### src/rtl/rcc_pkg.sv
// rtl/rcc_pkg.sv - shared source codes, FSM states and one-hot helper for the sysclk switch
package rcc_pkg;

  localparam logic [1:0] SRC_HSI  = 2'd0;
  localparam logic [1:0] SRC_CSI  = 2'd1;
  localparam logic [1:0] SRC_HSE  = 2'd2;
  localparam logic [1:0] SRC_PLL1 = 2'd3;

  typedef enum logic [2:0] {
    ST_IDLE     = 3'd0,
    ST_WAIT_RDY = 3'd1,
    ST_GATE_OFF = 3'd2,
    ST_SWITCH   = 3'd3,
    ST_GATE_ON  = 3'd4
  } rcc_state_t;

  function automatic logic [3:0] onehot(input logic [1:0] src);
    onehot = 4'b0001 << src;
  endfunction

endpackage

### src/rtl/rcc_sw_cnt.sv
// rtl/rcc_sw_cnt.sv - loadable down-counter with zero flag, shared by timeout and gate timing
module rcc_sw_cnt (
  input  logic       clk,
  input  logic       rst_n,
  input  logic       i_load,
  input  logic [7:0] i_load_val,
  input  logic       i_dec,
  output logic       o_zero
);

  logic [7:0] r_cnt;

  always_ff @(posedge clk or negedge rst_n) begin
    if (!rst_n) begin
      r_cnt <= 8'd0;
    end else if (i_load) begin
      r_cnt <= i_load_val;
    end else if (i_dec && (r_cnt != 8'd0)) begin
      r_cnt <= r_cnt - 8'd1;
    end
  end

  assign o_zero = (r_cnt == 8'd0);

endmodule

### src/rtl/rcc_sysclk_sw_ctrl.sv
// rtl/rcc_sysclk_sw_ctrl.sv - glitch-free sysclk source switch sequencer with ready timeout and CSS fallback
module rcc_sysclk_sw_ctrl
  import rcc_pkg::*;
#(
  parameter int GATE_CYC = 4,
  parameter int RDY_TMO  = 255
) (
  input  logic       clk,
  input  logic       rst_n,
  input  logic       sw_req,
  input  logic [1:0] sw_sel,
  input  logic [3:0] src_rdy,
  input  logic       css_fail,
  output logic [3:0] clk_en,
  output logic [1:0] mux_sel,
  output logic [1:0] sws,
  output logic       busy,
  output logic       sw_done,
  output logic       sw_err,
  output logic       css_sw
);

  // Counter runs down to zero, so phases of N cycles load N-1.
  localparam logic [7:0] GATE_LD = 8'(GATE_CYC - 1);
  localparam logic [7:0] TMO_LD  = 8'(RDY_TMO - 1);

  rcc_state_t r_state, w_nxt_state;
  logic [1:0] r_target, w_nxt_target;
  logic [1:0] r_sws, w_nxt_sws;
  logic [1:0] r_mux_sel, w_nxt_mux_sel;
  logic       r_css_sw, w_nxt_css_sw;
  logic       r_sw_done, w_nxt_sw_done;
  logic       r_sw_err, w_nxt_sw_err;
  logic       w_cnt_load, w_cnt_dec, w_cnt_zero, w_css_hit;
  logic [7:0] w_cnt_val;

  rcc_sw_cnt u_cnt (
    .clk        (clk),
    .rst_n      (rst_n),
    .i_load     (w_cnt_load),
    .i_load_val (w_cnt_val),
    .i_dec      (w_cnt_dec),
    .o_zero     (w_cnt_zero)
  );

  always_ff @(posedge clk or negedge rst_n) begin
    if (!rst_n) begin
      r_state   <= ST_IDLE;
      r_target  <= SRC_HSI;
      r_sws     <= SRC_HSI;
      r_mux_sel <= SRC_HSI;
      r_css_sw  <= 1'b0;
      r_sw_done <= 1'b0;
      r_sw_err  <= 1'b0;
    end else begin
      r_state   <= w_nxt_state;
      r_target  <= w_nxt_target;
      r_sws     <= w_nxt_sws;
      r_mux_sel <= w_nxt_mux_sel;
      r_css_sw  <= w_nxt_css_sw;
      r_sw_done <= w_nxt_sw_done;
      r_sw_err  <= w_nxt_sw_err;
    end
  end

  always_comb begin
    w_nxt_state   = r_state;
    w_nxt_target  = r_target;
    w_nxt_sws     = r_sws;
    w_nxt_mux_sel = r_mux_sel;
    w_nxt_css_sw  = r_css_sw;
    w_nxt_sw_done = 1'b0;
    w_nxt_sw_err  = 1'b0;
    w_cnt_load    = 1'b0;
    w_cnt_val     = GATE_LD;
    w_cnt_dec     = 1'b0;
    w_css_hit     = css_fail && (r_target == SRC_HSE);

    case (r_state)
      ST_IDLE: begin
        // CSS fallback outranks a same-cycle software request.
        if (css_fail && (r_sws == SRC_HSE)) begin
          w_nxt_target = SRC_HSI;
          w_nxt_css_sw = 1'b1;
          w_nxt_state  = ST_GATE_OFF;
          w_cnt_load   = 1'b1;
        end else if (sw_req && (sw_sel != r_sws)) begin
          w_nxt_target = sw_sel;
          w_nxt_css_sw = 1'b0;
          w_nxt_state  = ST_WAIT_RDY;
          w_cnt_load   = 1'b1;
          w_cnt_val    = TMO_LD;
        end
      end
      ST_WAIT_RDY: begin
        if (w_css_hit) begin
          w_nxt_state = ST_IDLE;
        end else if (src_rdy[r_target]) begin
          w_nxt_state = ST_GATE_OFF;
          w_cnt_load  = 1'b1;
        end else if (w_cnt_zero) begin
          w_nxt_state  = ST_IDLE;
          w_nxt_sw_err = 1'b1;
        end else begin
          w_cnt_dec = 1'b1;
        end
      end
      ST_GATE_OFF: begin
        if (w_cnt_zero) begin
          w_nxt_state   = ST_SWITCH;
          w_nxt_mux_sel = r_target;
        end else begin
          w_cnt_dec = 1'b1;
        end
      end
      ST_SWITCH: begin
        w_nxt_state = ST_GATE_ON;
        w_cnt_load  = 1'b1;
      end
      ST_GATE_ON: begin
        if (w_cnt_zero) begin
          w_nxt_state   = ST_IDLE;
          w_nxt_sws     = r_target;
          w_nxt_sw_done = 1'b1;
        end else begin
          w_cnt_dec = 1'b1;
        end
      end
      default: w_nxt_state = ST_IDLE;
    endcase

    // HSE lost mid-sequence: restart the gate-off phase towards HSI.
    if (w_css_hit && ((r_state == ST_GATE_OFF) || (r_state == ST_SWITCH) ||
                      (r_state == ST_GATE_ON))) begin
      w_nxt_target  = SRC_HSI;
      w_nxt_css_sw  = 1'b1;
      w_nxt_state   = ST_GATE_OFF;
      w_nxt_mux_sel = r_mux_sel;
      w_nxt_sws     = r_sws;
      w_nxt_sw_done = 1'b0;
      w_cnt_load    = 1'b1;
      w_cnt_val     = GATE_LD;
      w_cnt_dec     = 1'b0;
    end
  end

  always_comb begin
    case (r_state)
      ST_GATE_OFF, ST_SWITCH: clk_en = 4'b0000;
      ST_GATE_ON:             clk_en = onehot(r_target);
      default:                clk_en = onehot(r_sws);
    endcase
  end

  assign mux_sel = r_mux_sel;
  assign sws     = r_sws;
  assign busy    = (r_state != ST_IDLE);
  assign sw_done = r_sw_done;
  assign sw_err  = r_sw_err;
  assign css_sw  = r_css_sw;

endmodule

### config.mk
export PLATFORM = sky130hd
export DESIGN_NAME = rcc_sysclk_sw_ctrl
export DESIGN_NICKNAME = d
export VERILOG_FILES = /design/src/rtl/rcc_pkg.sv /design/src/rtl/rcc_sw_cnt.sv /design/src/rtl/rcc_sysclk_sw_ctrl.sv
export SDC_FILE = /design/constraint.sdc
export NUM_CORES = 1
export LEC_CHECK = 0
export BUFFER_PORTS_ARGS = -buffer_cell sky130_fd_sc_hd__buf_4
export CAP_MARGIN = 20
export CORE_MARGIN = 5
export CORE_UTILIZATION = 56
export DETAILED_ROUTE_END_ITERATION = 6
export PLACE_DENSITY = 0.87
export SLEW_MARGIN = 30
export SYNTH_ARGS = -nofsm -noshare
export SYNTH_HDL_FRONTEND = slang
export SYNTH_HIERARCHICAL = 1
export SYNTH_SLANG_ARGS = --single-unit
export TNS_END_PERCENT = 30
### constraint.sdc
create_clock -name clk -period 2.88 [get_ports clk]
set_clock_uncertainty 0.2 [all_clocks]
set_input_delay 0.432 -clock clk [delete_from_list [all_inputs] [get_ports clk]]
set_output_delay 0.432 -clock clk [all_outputs]
set_load 0.1 [all_outputs]
# After elaboration in Yosys (flattened, before gate mapping)
# Cells that the tools add are included.
[word_totals] input_bits=10 out_inout_bits=12 ram_bits=0 register_bits=20 wordCells=84 latchBits=0 romBits=0 memories=0
[classes] n_eq_ne=9 muxes=42 add_sub_neg=1 n_reduce_logical=20 bitwise_logic=1 shift=2 order_cmp=1 div=0 mul=0
[ops] operator="8-bit 2-to-1 mux" count=6
[ops] operator="3-bit 2-to-1 mux" count=7
[ops] operator="1-bit 2-to-1 mux" count=20
[ops] operator="3-bit one-hot mux with 5 select lines" count=1
[ops] operator="8-bit zero test" count=1
[ops] operator="2-bit 2-to-1 mux" count=4
[ops] operator="4-bit one-hot mux with 2 select lines" count=1
[ops] operator="8-bit nonzero test" count=1
[ops] operator="1-bit by 2-bit << shifter with 4-bit output, first input constant" count=2
[ops] operator="8-bit by 1-bit subtractor with 8-bit output, second input constant" count=1
[ops] operator="3-bit by 2-bit equality test with 1-bit output, second input constant" count=2
[ops] operator="3-bit AND reduction" count=2
[ops] operator="3-bit nonzero test" count=2
[ops] operator="1-bit logical AND" count=5
[ops] operator="2-bit equality test, second input constant" count=2
[ops] operator="4-bit inequality test, second input constant" count=1
[ops] operator="2-bit AND reduction" count=2
[ops] operator="2-bit nonzero test" count=2
[ops] operator="2-bit OR reduction" count=2
[ops] operator="3-bit by 1-bit equality test with 1-bit output, second input constant" count=1
[ops] operator="3-bit equality test, second input constant" count=1
[ops] operator="3-bit zero test" count=1
[ops] operator="2-bit by 3-bit < comparator with 1-bit output, second input constant" count=1
[ops] operator="3-bit by 1-bit inequality test with 1-bit output, second input constant" count=1
[ops] operator="6 further kinds" count=7

# Depth between registers and ports, before layout
[logic_depth] word_depth=9 ltp_mapped=10 mapped_depth_nobuf=9

# Hierarchy
# Netlist, hierarchy kept.
[modules_own_cells] module="rcc_sysclk_sw_ctrl" area_each_um2=862.1 cells_per_inst=101 seq_area_each_um2=300.3 n_inst=1
[modules_own_cells] module="rcc_sw_cnt" area_each_um2=528.0 cells_per_inst=58 seq_area_each_um2=200.2 n_inst=1

# Least setup slack after synthesis
# Ideal clock, no wire load.
[synth_timing] kind="flip-flop to output port" from="register r_sws[0] (netlist: sws[0])" to="output clk_en[1]" required_ns=2.248 path_slack_ns=-0.393 stages_incl_launch_ff=5 arrival_ns=2.641 path_cell_list="dfrtp_1 inv_1 o22ai_1 a2bb2oi_1 nor2_1"
[synth_between] elab_chain_len=2
[synth_rtl] element="start, declared" line="rcc_sysclk_sw_ctrl.sv:29" rtl="logic [1:0] r_sws, w_nxt_sws;"
[synth_rtl] element="start signal, assigned" line="rcc_sysclk_sw_ctrl.sv:58" rtl="r_sws <= w_nxt_sws;"
[synth_rtl] element="1-bit by 2-bit << shifter with 4-bit output" line="rcc_pkg.sv:18" rtl="onehot = 4'b0001 << src;"
[synth_rtl] element="4-bit one-hot mux with 2 select lines" line="rcc_sysclk_sw_ctrl.sv:148" rtl="case (r_state)"
[synth_rtl] element="end, declared" line="rcc_sysclk_sw_ctrl.sv:14" rtl="output logic [3:0] clk_en,"
# Every way passes these cells.

# Final worst setup path
[layout_timing] from="register u_cnt.r_cnt[0]" to="register u_cnt.r_cnt[5]"
[layout_between] elab_chain_len=8 word_cells_on_any_way=12 classes_between="add/sub: 1; mux: 7; reduce/logical: 4"
[layout_rtl] element="start, declared" line="rcc_sw_cnt.sv:11" rtl="logic [7:0] r_cnt;"
[layout_rtl] element="start signal, assigned" line="rcc_sw_cnt.sv:17" rtl="r_cnt <= i_load_val;"
[layout_rtl] element="start signal, assigned" line="rcc_sw_cnt.sv:19" rtl="r_cnt <= r_cnt - 8'd1;"
[layout_rtl] element="8-bit zero test (*)" line="rcc_sw_cnt.sv:23" rtl="assign o_zero = (r_cnt == 8'd0);"
[layout_rtl] element="named net w_cnt_zero" line="rcc_sysclk_sw_ctrl.sv:34" rtl="logic w_cnt_load, w_cnt_dec, w_cnt_zero, w_css_hit;"
[layout_rtl] element="1-bit 2-to-1 mux (*)" line="rcc_sysclk_sw_ctrl.sv:101, rcc_sysclk_sw_ctrl.sv:109, rcc_sysclk_sw_ctrl.sv:121"
[layout_rtl] element="1-bit 2-to-1 mux" line="rcc_sysclk_sw_ctrl.sv:98" rtl="end else if (src_rdy[r_target]) begin"
[layout_rtl] element="1-bit 2-to-1 mux" line="rcc_sysclk_sw_ctrl.sv:96" rtl="if (w_css_hit) begin"
[layout_rtl] element="1-bit one-hot mux with 2 select lines (*)" line="rcc_sysclk_sw_ctrl.sv:79" rtl="case (r_state)"
[layout_rtl] element="1-bit 2-to-1 mux (*)" line="rcc_sysclk_sw_ctrl.sv:133" rtl="if (w_css_hit && ((r_state == ST_GATE_OFF) || (r_state == ST_SWITCH) ||"
[layout_rtl] element="named net w_cnt_dec" line="rcc_sysclk_sw_ctrl.sv:34"
[layout_rtl] element="1-bit logical AND (*)" line="rcc_sw_cnt.sv:18" rtl="end else if (i_dec && (r_cnt != 8'd0)) begin"
[layout_rtl] element="2-bit nonzero test (no source line) (*)"
# The timed path passes the listed nets; every way through them passes the cells marked *. The select of a mux whose other input is x is not followed.
# A chain may end at the register's enable or synchronous reset.

==> run metrics <==
number of buffers inserted to repair setup after CTS=0; hold crit path type=input pin to register; Routed WL per cell=16.3 um; sequential-to-total area share from yosys stat=36.0%; Post-Synthesis Cells=159; area leader, netlist=dfrtp_1; most used cell, CP=nor2_1; CP Max Fanout=6; crit path launch type=register; crit path max-delay cell type=or3b_2; mapped cell area=1390 sq um; fmax=between 300 and 400 MHz; final worst path period need=approximately 2.7 ns; hold path cells=2; Final Instance Count excl. Fillers=216; HP Start=sw_sel[1]; die area=3580 sq um; die width=59.8 um; Skew-Pair Late Insertion Delay=approximately 0.30 ns; Slew headroom=52.6%; worst slew pin tran=0.704 ns; Synth area leaders=dfrtp_1 36%, mux2_2 4.1%, nor2_1 4.1%; Register-to-Register Path Depth=9; first-pass GRT wire length=5950 um; CP Cell Sequence=inv_1 -> ha_1 -> or3b_2 -> nor2_1 -> nor2_1 -> o21a_1 -> or3b_4 -> nor2_1 -> a221o_1; hold endpoint=r_target[1]; Final Hold Fails=0; Vias/cell=6.44; final wirelength=3530 um; syn avg cell area=8.74 sq um; CTS tree=done; antenna viol nets, final=0; cell count after placement=211; clk root buf=clkbuf_4; Async SR Flop Fraction=100%; die extent in y=59.8 um; share of layout cells above drive strength 1=25.8%; EDFF count, synth=0; critical path class=register to register; # clock sinks=20; GRT Overall Usage=between 20% and 30%; drt pass-1 iters=4; share of the synthesized area in the top cell type=36.0%; syn nets=171; global route overflow=0; Layout fillers=199; final setup fails=0; Ys Warns=6; Rows=18; Initial DRC Count=112; crit path capture type=register; max-slew violation count=0; CTS max path bufs=2; Distinct cells, synth=54; max-cap viol count=0; Synth Flop Type=dfrtp_1; nets@finish=199; number of buffers and inverters on the critical path=1; input/output buffers=21; Reg2Reg Launch Point=u_cnt/r_cnt[0]; n_diodes=0; vias in the first global route=1394; final period utilization=95.3%; H-Tree Depth=1; CTS Buf Count=3; Final HPWL DP=2600 um; status=completed; slowest stage delay, CP=0.49 ns; GPL Wtd Cong=0.954; Ports=22; Reg clk slew, reported paths=0.12 ns; largest net degree at the start of global routing=21; Area growth, synth to finish=19.5%; Critical Path RT=about 2.9 ns; delay-heaviest family, CP=simple AND/OR/NAND/NOR gates; core outline area=2430 sq um; #FFs+latches synth=20; FF-to-FF End=u_cnt/r_cnt[5]; unrepaired setup endpoints after global routing=false; initial antenna violation count=0; Post-route DRC=0; Initial Utilization=a little under three fifths; total number of vias=1392; setup slack, reg-to-reg=about 0.14 ns; Crit path arrival time=2.74 ns
## registers in the layout, summed over array words and instances (netlist names)
register and flops:
r_target 2, u_cnt/r_cnt 8, sw_done 1, r_state 3, sws 2, css_sw 1
mux_sel 2, sw_err 1
## placed cells by master, fill, tap and decap left out, types with 3 or more instances in the layout
master | Yosys | routed
a211o_1 | 3 | 3
nor2_1 | 15 | 15
a31oi_1 | 3 | 3
dfrtp_1 | 20 | 20
buf_4 | 0 | 30
nor3b_1 | 4 | 4
nor3_1 | 5 | 5
nand2_1 | 10 | 10
or4_1 | 3 | 3
clkbuf_4 | 0 | 3
o21ai_0 | 8 | 8
mux2_2 | 5 | 5
inv_1 | 10 | 10
a21oi_1 | 9 | 9
## layer usage
layer	vias to the layer above	part of all wire, %	global-route usage [%]
met1	666	39	25.4
li1	636	-	-
met4	0	2.4	12.7
met3	12	7.3	3.89
met5	-	0	0
met2	78	52	37.3
## through the flow
step	TNS, ns	instance area [sq um]	utilization [%]	worst slack [ns]	hold slack, ns
floorplan	-1.37	1390	-	-0.393	-0.0636
global placement	0	1610	66.3	0.134	0.125
detailed placement	0	1610	66.3	0.0589	0.130
CTS	0	1660	68.2	0.126	0.132
global route	0	1660	68.3	0.0238	0.137
finish	0	1660	68.3	0.137	0.141
## cells by family (layout without fill, tap and decap cells)
kind of cell / after synthesis / after routing / synth area share [%]
fa+ha+maj: 2 / 2 / 1.80
simple gates: 62 / 62 / 24.6
flops: 20 / 20 / 36.0
mux: 8 / 8 / 7.11
buf+inv: 19 / 46 / 5.85
compound gates: 45 / 45 / 23.1
other cells: 1 / 1 / 0.270
xor+xnor: 2 / 2 / 1.26
## cells in the mapped netlist (3+ instances only)
cell	instances
dfrtp_1	20
nor2_1	15
inv_1	10
nand2_1	10
a21oi_1	9
o21ai_0	8
clkbuf_1	5
mux2_2	5
nor3_1	5
nor3b_1	4
a211o_1	3
a31oi_1	3
or4_1	3
## worst max-delay path by stage
stage	startpoint	to	slack (ns)	cells past startpoint
after floorplan	sws[0]	clk_en[1]	-0.39	4
after global placement	src_rdy[3]	u_cnt/r_cnt[7]	0.13	7
after detailed placement	src_rdy[3]	u_cnt/r_cnt[3]	0.06	7
after CTS	u_cnt/r_cnt[0]	u_cnt/r_cnt[3]	0.13	9
after global routing	u_cnt/r_cnt[0]	u_cnt/r_cnt[7]	0.02	9
final	u_cnt/r_cnt[0]	u_cnt/r_cnt[5]	0.14	9
## final cells by class
class                      count  area, sq um  area share, %
clock buffer                   4         36.3           2.18
inverter                      11         41.3           2.48
tap                           30         37.5           2.26
multi-input combinational    120          811           48.8
sequential                    20          500           30.1
timing repair buffer          31          235           14.2
## timing repair
action,in CTS,in global routing
setup endpoints to repair,0,2
hold buffers,1,0
hold endpoints to repair,20,0
gates resized for setup,0,1
Power is left out: the tool's default activity adds up to more than one toggle a clock period on the data nets, which glitch-free logic cannot reach.
